`src/rtl/io_input_reader_if.sv`:
```
// Core-side bus between the RISC-V core and the GPIO input reader.
// The master drives address, write data, byte mask and read strobe. The slave returns read data and rvalid.
interface io_input_reader_if;
    logic [31:0] riscv_addr;
    logic [31:0] riscv_wdata;
    logic [3:0]  riscv_wmask;
    logic        riscv_rstrb;
    logic [31:0] riscv_rdata;
    logic        riscv_rvalid;

    modport master (
        output riscv_addr, riscv_wdata, riscv_wmask, riscv_rstrb,
        input  riscv_rdata, riscv_rvalid
    );

    modport slave (
        input  riscv_addr, riscv_wdata, riscv_wmask, riscv_rstrb,
        output riscv_rdata, riscv_rvalid
    );
endinterface

```
`src/rtl/io_input_reader.sv`:
```
// Memory-mapped GPIO input port: synchronizer, per-bit debounce and sticky rising-edge status.
// It also provides a maskable interrupt and registered read data for the core.
module io_input_reader #(
    parameter int unsigned DEBOUNCE_CYCLES = 16,
    parameter logic [31:0] ADDR_DATA       = 32'h00000FF8,
    parameter logic [31:0] ADDR_STATUS     = 32'h00000FF4,
    parameter logic [31:0] ADDR_MASK       = 32'h00000FF0
) (
    input  logic               clk,
    input  logic               reset_n,
    io_input_reader_if.slave   bus,
    input  logic [31:0]        gpio_in,
    output logic               gpio_irq
);

    logic [31:0] sync1_q, sync_q;
    logic [31:0] deb_q, deb_prev_q;
    logic [31:0] status_q, status_d;
    logic [31:0] mask_q, mask_d;
    logic [31:0] rdata_q, rdata_d;
    logic        rvalid_q, rvalid_d;
    logic [31:0] lane;
    logic [31:0] clr;
    logic        wr;

    always_ff @(posedge clk or negedge reset_n) begin
        if (!reset_n) begin
            sync1_q <= '0;
            sync_q  <= '0;
        end else begin
            sync1_q <= gpio_in;
            sync_q  <= sync1_q;
        end
    end

    if (DEBOUNCE_CYCLES == 0) begin : g_bypass
        always_ff @(posedge clk or negedge reset_n) begin
            if (!reset_n) deb_q <= '0;
            else          deb_q <= sync_q;
        end
    end else begin : g_debounce
        localparam int unsigned CW = $clog2(DEBOUNCE_CYCLES + 1);
        localparam logic [CW-1:0] CNT_LAST = CW'(DEBOUNCE_CYCLES - 1);

        logic [CW-1:0] cnt_q [32];
        logic [CW-1:0] cnt_d [32];
        logic [31:0]   deb_d;

        // A bit whose synchronized value matches the debounced value restarts its count.
        // This makes glitches shorter than the window invisible.
        always_comb begin
            deb_d = deb_q;
            for (int unsigned i = 0; i < 32; i++) begin
                cnt_d[i] = cnt_q[i];
                if (sync_q[i] == deb_q[i]) begin
                    cnt_d[i] = '0;
                end else if (cnt_q[i] == CNT_LAST) begin
                    deb_d[i] = sync_q[i];
                    cnt_d[i] = '0;
                end else begin
                    cnt_d[i] = cnt_q[i] + 1'b1;
                end
            end
        end

        always_ff @(posedge clk or negedge reset_n) begin
            if (!reset_n) begin
                deb_q <= '0;
                for (int unsigned i = 0; i < 32; i++) cnt_q[i] <= '0;
            end else begin
                deb_q <= deb_d;
                for (int unsigned i = 0; i < 32; i++) cnt_q[i] <= cnt_d[i];
            end
        end
    end

    always_comb begin
        lane = '0;
        for (int unsigned k = 0; k < 4; k++) lane[8*k +: 8] = {8{bus.riscv_wmask[k]}};
    end

    assign wr = |bus.riscv_wmask;

    always_comb begin
        mask_d = mask_q;
        clr    = '0;
        if (wr && bus.riscv_addr == ADDR_MASK)
            mask_d = (mask_q & ~lane) | (bus.riscv_wdata & lane);
        if (wr && bus.riscv_addr == ADDR_STATUS)
            clr = bus.riscv_wdata & lane;
        // A new edge is ORed in after the clear, so an edge wins over a same-cycle clear.
        status_d = (status_q & ~clr) | (deb_q & ~deb_prev_q);
    end

    always_comb begin
        rdata_d  = rdata_q;
        rvalid_d = 1'b0;
        if (bus.riscv_rstrb) begin
            if (bus.riscv_addr == ADDR_DATA) begin
                rdata_d  = deb_q;
                rvalid_d = 1'b1;
            end else if (bus.riscv_addr == ADDR_STATUS) begin
                rdata_d  = status_q;
                rvalid_d = 1'b1;
            end else if (bus.riscv_addr == ADDR_MASK) begin
                rdata_d  = mask_q;
                rvalid_d = 1'b1;
            end
        end
    end

    always_ff @(posedge clk or negedge reset_n) begin
        if (!reset_n) begin
            deb_prev_q <= '0;
            status_q   <= '0;
            mask_q     <= '0;
            rdata_q    <= '0;
            rvalid_q   <= 1'b0;
        end else begin
            deb_prev_q <= deb_q;
            status_q   <= status_d;
            mask_q     <= mask_d;
            rdata_q    <= rdata_d;
            rvalid_q   <= rvalid_d;
        end
    end

    assign bus.riscv_rdata  = rdata_q;
    assign bus.riscv_rvalid = rvalid_q;
    assign gpio_irq         = |(status_q & mask_q);

endmodule

```
`src/flat_wrapper.sv`:
```
// flat-port wrapper written by rule: the top's interface ports become plain ports
module io_input_reader_flat 
#(
    parameter int unsigned DEBOUNCE_CYCLES = 16,
    parameter logic [31:0] ADDR_DATA       = 32'h00000FF8,
    parameter logic [31:0] ADDR_STATUS     = 32'h00000FF4,
    parameter logic [31:0] ADDR_MASK       = 32'h00000FF0
)
  (clk, reset_n, gpio_in, gpio_irq, bus_riscv_addr, bus_riscv_wdata, bus_riscv_wmask, bus_riscv_rstrb, bus_riscv_rdata, bus_riscv_rvalid);
  io_input_reader_if bus_i ();
  input  logic clk;
  input  logic reset_n;
  input  logic [31:0] gpio_in;
  output logic gpio_irq;
  input wire logic [$bits(bus_i.riscv_addr)-1:0] bus_riscv_addr;
  input wire logic [$bits(bus_i.riscv_wdata)-1:0] bus_riscv_wdata;
  input wire logic [$bits(bus_i.riscv_wmask)-1:0] bus_riscv_wmask;
  input wire logic [$bits(bus_i.riscv_rstrb)-1:0] bus_riscv_rstrb;
  output wire logic [$bits(bus_i.riscv_rdata)-1:0] bus_riscv_rdata;
  output wire logic [$bits(bus_i.riscv_rvalid)-1:0] bus_riscv_rvalid;
  assign bus_i.riscv_addr = bus_riscv_addr;
  assign bus_i.riscv_wdata = bus_riscv_wdata;
  assign bus_i.riscv_wmask = bus_riscv_wmask;
  assign bus_i.riscv_rstrb = bus_riscv_rstrb;
  assign bus_riscv_rdata = bus_i.riscv_rdata;
  assign bus_riscv_rvalid = bus_i.riscv_rvalid;
  io_input_reader #(.DEBOUNCE_CYCLES(DEBOUNCE_CYCLES), .ADDR_DATA(ADDR_DATA), .ADDR_STATUS(ADDR_STATUS), .ADDR_MASK(ADDR_MASK)) u_core (.clk(clk), .reset_n(reset_n), .bus(bus_i), .gpio_in(gpio_in), .gpio_irq(gpio_irq));
endmodule
```
`config.mk`:
```
export PLATFORM = sky130hd
export DESIGN_NAME = io_input_reader_flat
export DESIGN_NICKNAME = d
export VERILOG_FILES = /design/src/rtl/io_input_reader_if.sv /design/src/rtl/io_input_reader.sv /design/src/flat_wrapper.sv
export SDC_FILE = /design/constraint.sdc
export NUM_CORES = 1
export LEC_CHECK = 0
export CAP_MARGIN = 25
export CORE_MARGIN = 3
export CORE_UTILIZATION = 39
export DETAILED_ROUTE_END_ITERATION = 16
export SETUP_SLACK_MARGIN = 0.3
export SYNTH_ARGS = -nofsm -noshare
export SYNTH_HDL_FRONTEND = slang
export SYNTH_SLANG_ARGS = --single-unit
```
`constraint.sdc`:
```
create_clock -name clk -period 1.8 [get_ports clk]
set_clock_uncertainty 0.2 [all_clocks]
set_input_delay 0.18 -clock clk [delete_from_list [all_inputs] [get_ports clk]]
set_output_delay 0.18 -clock clk [all_outputs]
set_load 0.02 [all_outputs]
```
==> results.md <==
* CP max stage cell: or4_4
* Routed vias/inst at 4.94
* Worst Tran Pin Value at 376 ps
* Final setup margin at -740 ps
* Worst R2R Setup Slack at 380 ps
* M1 WL at 17.0 mm
* Hold slack at -87.2 ps
* Met2 routed WL at ~18 mm
* Initial antenna violation count at 0
* Hold WC Path Type: primary input to asynchronous set/reset pin
* Max_cap viols at 0
* Failing checks: hold timing, setup timing
* Row cnt at 71
* Design Power at 18.9 mW
* Hold_buf cts at 33
* Critical path buffer and inverter count at 1
* Run status: finished, violations left
* Max Buffers Root-to-Sink at 3
* RR Endpoint: u_core.g_debounce.cnt_q[118]
* Setup TNS at -740 ps
* DRT Pass-1 Iters at 5
* Final hold violation count at 26
* CP Class: flop to output port
* Drt drc at 0
* Req. time, crit path at between 1000 and 1500 ps
* Worst skew pair latency at 560 ps
* Routed WL at 37.5 mm
* Crit. End Element: output port
* Pre-CTS setup slack at -712 ps
* CTS Root Cell: clkbuf_16
* Gp weighted congestion at 0.785
* Syn nets at between 1000 and 1500
* Post-Syn Instances at ~1300
* Die ar. at 41200 um^2
* Achievable Freq at 394 MHz
* Fin. max-slew vios at 0
* Worst R2R Path Depth at 4
* RSZ-0062 raised after global routing: yes
* Cell family with most CP delay: simple AND/OR/NAND/NOR gates
* Largest net degree at the start of global routing at 61
* Antenna Cells at 0
* Top sig layer: met4
* Die Ht at 203 um
* Layout area overhead at 37.8%
* R2r startpoint: u_core.g_debounce.cnt_q[115]
* GRT Residual Overflow at 0
* Period utilisation layout at 141%
* Worst path cell trace: a22o_1 > a221oi_2 > nand3_1 > or4_4 > buf_6
* Synthesized flop and latch total at 385
* Via count at between 10000 and 15000
* # clock sinks at approximately 390
* CTS Buf Count at 42
* Critical Path Start Type: flop
* Avg WL per Cell at 17.7 um
* Ys Warns at 0
* Peak fanout along the critical path at 2
* Vias in the first global route at 10900
* Fin nets at 1714
* Slew Limit Headroom at 74.7%
* Met3 WL at 1.77 mm
* Initial Util at about 40%
* Dpl hpwl at 24.5 mm
* Netlist Area Pre-Place at roughly 15000 um^2
* Post-route ant nets at 0
* # port buffers at 136
* Share of layout cells above drive strength 1 at 24.6%
* First DRT Iteration DRCs at just under 700
* Post-synthesis sequential area ratio at between 60% and 70%
* CP peak stage delay at 530 ps
* Post-synth cell types at 36
* Final setup fails at 1
* Final min period at 2540 ps
* Count of H-tree levels built during CTS at 2
* I/O pins at 137
* Global Route Usage Sum at 17.9%
* Clk pin slew, worst setup/hold paths at around 60 ps
* Avg Cell Area, Syn at around 12 um^2
* VDD IR-drop max at 713 uV
* Global-route wire length before repair at just under 60 mm
* WP data arrival at 2160 ps
* Die X at 203 um
* Static leakage at 9.99 nW
* TritonCTS clock tree: yes
* Power Dens Cells at 906 nW/um^2
* Core area at 37900 um^2
## cell usage in the layout (no fill, tap or decap), types with 4 or more instances in the layout
master,instances
nand4_1,5
o21ai_0,56
inv_1,93
o31ai_1,12
clkbuf_16,47
nand3_1,66
mux2_4,32
clkinv_2,6
o32ai_2,23
bufinv_16,4
and3_1,32
buf_6,55
clkbuf_1,12
xor2_1,96
nor2_1,122
nand2_1,64
buf_4,106
nor3_2,29
clkbuf_8,9
nor4b_4,4
dfrtp_1,383
clkdlybuf4s15_1,6
o31ai_4,4
a22oi_1,11
o32ai_4,9
o31ai_2,16
buf_12,13
dlygate4sd3_1,33
and2_1,39
buf_2,12
clkdlybuf4s50_1,69
ha_1,32
dlygate4sd2_1,5
o21ai_1,40
o221ai_1,32
## synthesized netlist by cell type, drive strengths merged
library cell  number  share of area (%)
and4               1              0.058
o21ai             96                3.2
xor2              97                5.6
nor2             122                3.0
o32ai             32                1.9
nor4bb             1              0.066
a22oi             12               0.59
nor3              32                1.1
inv               93                2.3
o221ai            32                1.9
and3              32                1.3
nor4b              4               0.36
a22o               2               0.12
and4b              1              0.066
o31ai             32                1.6
nor4               3               0.21
clkbuf            19               0.47
nand2             64                1.6
or4                1              0.050
nand3             66                2.2
a21boi             1              0.050
nand2b             1              0.041
buf               18               0.69
nor3b              1              0.083
or3b               4               0.23
ha                32                2.6
dfrtp            385                 64
or2                1              0.041
mux2              32                3.2
and2              39                1.6
a221oi             2               0.12
nand4              5               0.21
## worst max-delay path by stage
stage	to	slack, ps	from	cells after the start
2_1_floorplan	flop	-10	bus_riscv_addr[29]	5
3_3_place_gp	flop	-680	bus_riscv_addr[26]	6
3_5_place_dp	flop	-710	bus_riscv_addr[13]	7
4_1_cts	gpio_irq	-800	u_core.status_q[23]	5
5_1_grt	gpio_irq	-800	flop	5
6_report	gpio_irq	-740	flop	5
## cells by family after synthesis
logic type	count (synthesis)	synth area share [%]
DFF	385	63.6
and+or+nand+nor	378	12.2
AOI/OAI and AO/OA	209	9.33
buffers and inverters	130	3.47
xor gates and xnor gates	97	5.61
muxes	32	3.17
adders and majority gates	32	2.64
## metal layers
layer | GRT usage [%] | vias to the layer above
met1 | 24.4 | 5214
li1 | - | 4994
met2 | 28.5 | 202
met4 | 5.70 | 0
met5 | 0 | -
met3 | 4.06 | 70
## report_power, final
group | switching [mW] | internal (mW) | leakage [nW] | total (mW)
clock | 3.41 | 5.34 | 0.693 | 8.75
sequential | 0.169 | 8.91 | 4.81 | 9.08
combinational | 0.586 | 0.514 | 4.48 | 1.10
total | 4.16 | 14.8 | 9.99 | 18.9
## state kept, by name, indices dropped and copies added, names as in the netlist, named ones only
signal and cells:
u_core.status_q 32, u_core.deb_prev_q 32, u_core.g_debounce.cnt_q 160, u_core.deb_q 32, u_core.bus.riscv_rvalid 1, u_core.sync1_q 32
u_core.sync_q 32, u_core.bus.riscv_rdata 32
## final cells by class
type                            instances  area, um^2
Inverter                               93         349
Tap cell                              511         639
Clock inverter                         12         166
Clock buffer                           64        1240
Multi-Input combinational cell        748        5750
Sequential cell                       385        9640
Fill cell                            3203       17100
Timing Repair Buffer                  309        3090
## what timing repair did
action                                  4_1_cts  5_1_grt
gates cloned                                  4        6
setup buffers                                17        5
pin swaps                                    21       12
resized for setup                           358       94
endpoints found under the hold margin       417       26
endpoints found under the setup margin      131      192
## per-stage QoR
step,util [%],instance area [um^2],instances,hold WS [ps]
floorplan,-,15500,1263,-316
global placement,48.1,18300,1981,-104
detailed placement,48.1,18300,1981,-103
CTS,53.8,20400,2111,-79.7
global route,55.0,20900,2122,-68.1
finish,55.0,20900,2122,-87.2
No activity file was read; power rests on OpenSTA's default activity.
==> edit 1 (same flow settings) <==
`DEBOUNCE_CYCLES` is set to 16 in 2 places; all go to 8.
--- a/src/rtl/io_input_reader.sv
+++ b/src/rtl/io_input_reader.sv
@@ -1,7 +1,7 @@
 // Memory-mapped GPIO input port: synchronizer, per-bit debounce and sticky rising-edge status.
 // It also provides a maskable interrupt and registered read data for the core.
 module io_input_reader #(
-    parameter int unsigned DEBOUNCE_CYCLES = 16,
+    parameter int unsigned DEBOUNCE_CYCLES = 8,
     parameter logic [31:0] ADDR_DATA       = 32'h00000FF8,
     parameter logic [31:0] ADDR_STATUS     = 32'h00000FF4,
     parameter logic [31:0] ADDR_MASK       = 32'h00000FF0
--- a/src/flat_wrapper.sv
+++ b/src/flat_wrapper.sv
@@ -1,7 +1,7 @@
 // flat-port wrapper written by rule: the top's interface ports become plain ports
 module io_input_reader_flat 
 #(
-    parameter int unsigned DEBOUNCE_CYCLES = 16,
+    parameter int unsigned DEBOUNCE_CYCLES = 8,
     parameter logic [31:0] ADDR_DATA       = 32'h00000FF8,
     parameter logic [31:0] ADDR_STATUS     = 32'h00000FF4,
     parameter logic [31:0] ADDR_MASK       = 32'h00000FF0
Check against the original RTL: same outputs for any inputs over 4 cycles, from zero or initial values and one cycle with reset_n low; that may be too few to reach the edited logic, so the function may still have changed.
==> edit 1 against the original RTL <==
- the run ends with setup timing left
- first-iteration DRC count shrank 31%
- highest routed layer unchanged
- cell area shrank 4.2%
- routed wire length shrank 2.6%
- critical path depth stayed put
- worst setup slack worse by 61 ps
- synthesized cell count fell by 6.8%
- register-to-register slack worse by 230 ps
- area after synthesis down 6.9%
- sequential cell count fell by 32
Power is not compared: it rests on default switching activity, and its combinational part moved more than twofold at a synthesized area within 25%.
==> edit 1: results (changes against the original RTL) <==
[critical_path]
crit_path_max_incr_delay_ps=490  ; -40 ps
arrival_ps=2220  ; +60 ps
reg2reg_from=u_core.status_q[25]$_DFF_PN0_
crit_fanout=4  ; +2

[final_layout]
fillers=2911  ; -9.1%
drive_gt1_share_pct=33.14  ; +8.6 points
largest_register=u_core.g_debounce.cnt_q
fin_cells=2000  ; -5.7%
nNetsFinal=1647  ; -3.9%
largest_reg_flops=128  ; -20%

[drt]
wirelength_met1_um=16380  ; -3.8%
wl_um=36530  ; -2.6%
drt_iter0_drc=473  ; -31%
via_count=10360  ; -1.2%
wl_met3_um=2344  ; +32%
dr.pass1.iters=4  ; -1
route.met2.wl_um=16970  ; -3.8%

[run_status]
violations=setup timing
status=finished, violations left

[grt]
first_global_vias=10570  ; -3.3%
grt.total_usage_pct=18.58  ; +0.72 points
grt_pass1_wl_um=57320  ; -1.9%
grt_max_degree=65  ; +6.6%
antenna_found_initial=0  ; unchanged

[clock_tree]
cts_buffers=39  ; -7.1%
clk_latency_ps=510  ; -50 ps

[place]
place_ws_ps=-884.4  ; -172.3 ps
dp_cells=1854  ; -6.4%
globalplace.congestion=0.7755  ; -1.2%
post-dp-hpwl_um=22950  ; -6.4%

[synth]
synth_common_cells=353 x dfrtp_1, 101 x nor2_1, 96 x nand2_1
ys_types=37  ; +2.8%
synth.area.top_cells=dfrtp_1 63%, xnor2_1 4.0%, ha_1 2.8%
async_flop_share_pct=100.0  ; unchanged
synth_nets=1312  ; -6.2%
seq_area_frac_synth_pct=62.66  ; -0.93 points
synthCells=1177  ; -6.8%
yosysTopAreaCellShare_pct=62.66  ; -0.93 points

[sta]
timing.final.ws_setup_ps=-800.7  ; -60.93 ps
setup_viol=59  ; +58
worstMarginPinSlew_ps=729.6  ; +353.8 ps

[worst_hold_path]
hp-class=in2reg

edit 1: power breakdown:
| part | internal, W | switching [W] | leakage (nW) |
|---|---|---|---|
| Sequential | 0.00973 | 0.00162 | 4.54 |
| Combinational | 0.00232 | 0.00177 | 3.79 |
| Clock | 0.00474 | 0.00305 | 0.622 |
edit 1: what timing repair did:
action,in CTS,in global routing
cloned,8,2
resized for setup,387,122
endpoints found under the hold margin,385,15
buffers inserted,16,18
pin swaps,64,49
setup endpoints to repair,131,157
hold buffers,34,1
edit 1: layout make-up:
class                      count  area (sq um)  share of cell area, %
sequential                   353          8838                  44.21
clock buffer                  60          1167                  5.839
clock inverter                 8         93.84                 0.4694
inverter                      39         153.9                 0.7698
multi-input combinational    756          5926                  29.64
timing repair buffer         323          3236                  16.18
tap                          461         576.8                  2.885
edit 1: worst register-to-register path: cells and delay by family (launching register included):
kind,cells,cell delay [ps]
simple gates,1,550
flops,1,400
compound gates,2,240
buf+inv,1,140
edit 1: worst paths after layout:
check	endpoint	slack (ps)	cells past startpoint
worst min register to register	u_core.sync_q[23]$_DFF_PN0_	140	0
max in group asynchronous	u_core.deb_prev_q[16]$_DFF_PN0_	160	3
worst min-delay path	u_core.bus.riscv_rdata[29]$_DFFE_PN0P_	60	5
worst max-delay path	gpio_irq	-800	5
worst max register to register	u_core.bus.riscv_rdata[25]$_DFFE_PN0P_	150	4
min in group asynchronous	u_core.sync1_q[31]$_DFF_PN0_	110	3
edit 1: logic make-up after synthesis:
kind of cell,Yosys count,synth area share [%]
AOI/OAI and AO/OA,176,8.263
buffers and inverters,69,2.024
xor gates and xnor gates,64,3.976
and+or+nand+nor,419,15.12
DFF,353,62.66
muxes,64,5.112
adders and majority gates,32,2.840
edit 1: metrics by stage:
stage                     instance area, sq um  setup TNS [ps]
final                                    19990           -1873
after global routing                     19990           -6875
after CTS                                19380          -849.6
after detailed placement                 16990          -78610
after global placement                   16990          -76010
after floorplan                          14130          -26880
edit 1: metal layers:
| layer | global-route usage, % | vias up |
|---|---|---|
| met3 | 3.727 | 61 |
| met5 | 0 | - |
| met4 | 4.938 | 0 |
| li1 | - | 4822 |
| met1 | 26.43 | 5194 |
| met2 | 29.32 | 280 |
==> edit 2 (same settings) <==
Without the edit above. Register the output `gpio_irq`; this adds one clock of latency there. The other outputs are not delayed to match.
--- a/src/rtl/io_input_reader.sv
+++ b/src/rtl/io_input_reader.sv
@@ -127,7 +127,9 @@
 
     assign bus.riscv_rdata  = rdata_q;
     assign bus.riscv_rvalid = rvalid_q;
-    assign gpio_irq         = |(status_q & mask_q);
+    always_ff @(posedge clk) begin
+        gpio_irq <= |(status_q & mask_q);
+    end
 
 endmodule
 
Behaviour: no difference found for any inputs over 4 cycles, from zero or initial values and one cycle with reset_n low; that may be too few to reach the edited logic, so the function may still have changed.
==> edit 2 against the original RTL <==
- total power up 0.73%
- combinational power up 4%
- cell area down 0.23%
- largest power group unchanged
- utilization down 0.26 points
- sequential cell count up 1
- first-iteration DRC count down 0.29%
- routed wire length down 1.1%
- worst setup slack better by 720 ps
- clock power up 0.9%
- critical path type is now reg2reg
- the flow finishes with violations (setup timing)
- fmax up 39%
- area after synthesis up 0.13%
- sequential share of layout area up 0.20 points
- synthesized cell count about the same
==> edit 2: results (changes against the original RTL) <==
[run_status]
status=finished, violations left
violations=setup timing

[synth]
synth.area.mux_share_pct=3.167  ; -0.0042 points
seq_area_frac_synth_pct=63.64  ; about the same
synthAdderAreaFrac_pct=2.639  ; -0.0035 points
synth_xor_xnor_area_share_pct=5.600  ; -0.0074 points
synth_nets=1399  ; +0.072%

[place]
globalplace.congestion=0.7943  ; +1.1%
post-dp-hpwl_um=24550  ; about the same
dpl-instance-area_sq_um=17980  ; -1.5%
place_ws_ps=-849.3  ; -137.2 ps

[grt]
grt_pass1_wl_um=58430  ; about the same
grtUsageMet2_pct=27.79  ; -0.71 points
gr-usage-met3_pct=3.448  ; -0.61 points
first_global_vias=10770  ; -1.4%
grt.total_usage_pct=17.78  ; -0.074 points

[power]
p_comb_share_pct=6.0  ; +0.2 points
p_int_w=0.01487  ; +0.78%
power_w=0.01906  ; +0.73%

[final_layout]
drive_gt1_share_pct=22.63  ; -1.9 points
multi_input_area_sq_um=5964  ; +3.7%

[critical_path]
worstSetupEndpoint=u_core.gpio_irq$_DFF_P_
path_class=reg2reg

[drt]
route.met2.wl_um=17240  ; -2.2%
wl_met3_um=1848  ; +4.4%
wirelength_met1_um=17070  ; +0.24%
drt_iter0_drc=679  ; -0.29%

[sta]
timing.final.ws_setup_ps=-22.24  ; +717.5 ps
setup_viol=1  ; unchanged

[clock_tree]
postCtsSetupBuffers=13  ; -4

-- edit 2: cell count changes in the layout (fill, tap and decap cells not counted), moves of 4 or more --
cell      change
o21ai_1       +5
nor3_2       -13
nor3_4        +9
o31ai_2       -7
o31ai_4      +10
o21ai_0       -5
nor3_1        +4
o32ai_2       -7
buf_4        -48
o32ai_4       +7
clkbuf_1      -5
buf_8         +4
-- edit 2: area by class of cell --
cell class	count	area share, %
repair buffers	265	13.45
well taps	511	3.069
clock inverters	14	0.9911
multi-input cells	748	28.63
flip-flops and latches	386	46.36
clock buffers	58	5.820
inverters	93	1.676
-- edit 2: worst min-delay path by stage --
stage	end	cells past startpoint
3_3_place_gp	u_core.g_debounce.cnt_q[36]$_DFF_PN0_	1
4_1_cts	u_core.deb_q[22]$_DFFE_PN0P_	3
3_5_place_dp	u_core.g_debounce.cnt_q[38]$_DFF_PN0_	1
6_report	u_core.deb_prev_q[23]$_DFF_PN0_	3
5_1_grt	u_core.sync_q[23]$_DFF_PN0_	3
2_1_floorplan	async pin	0
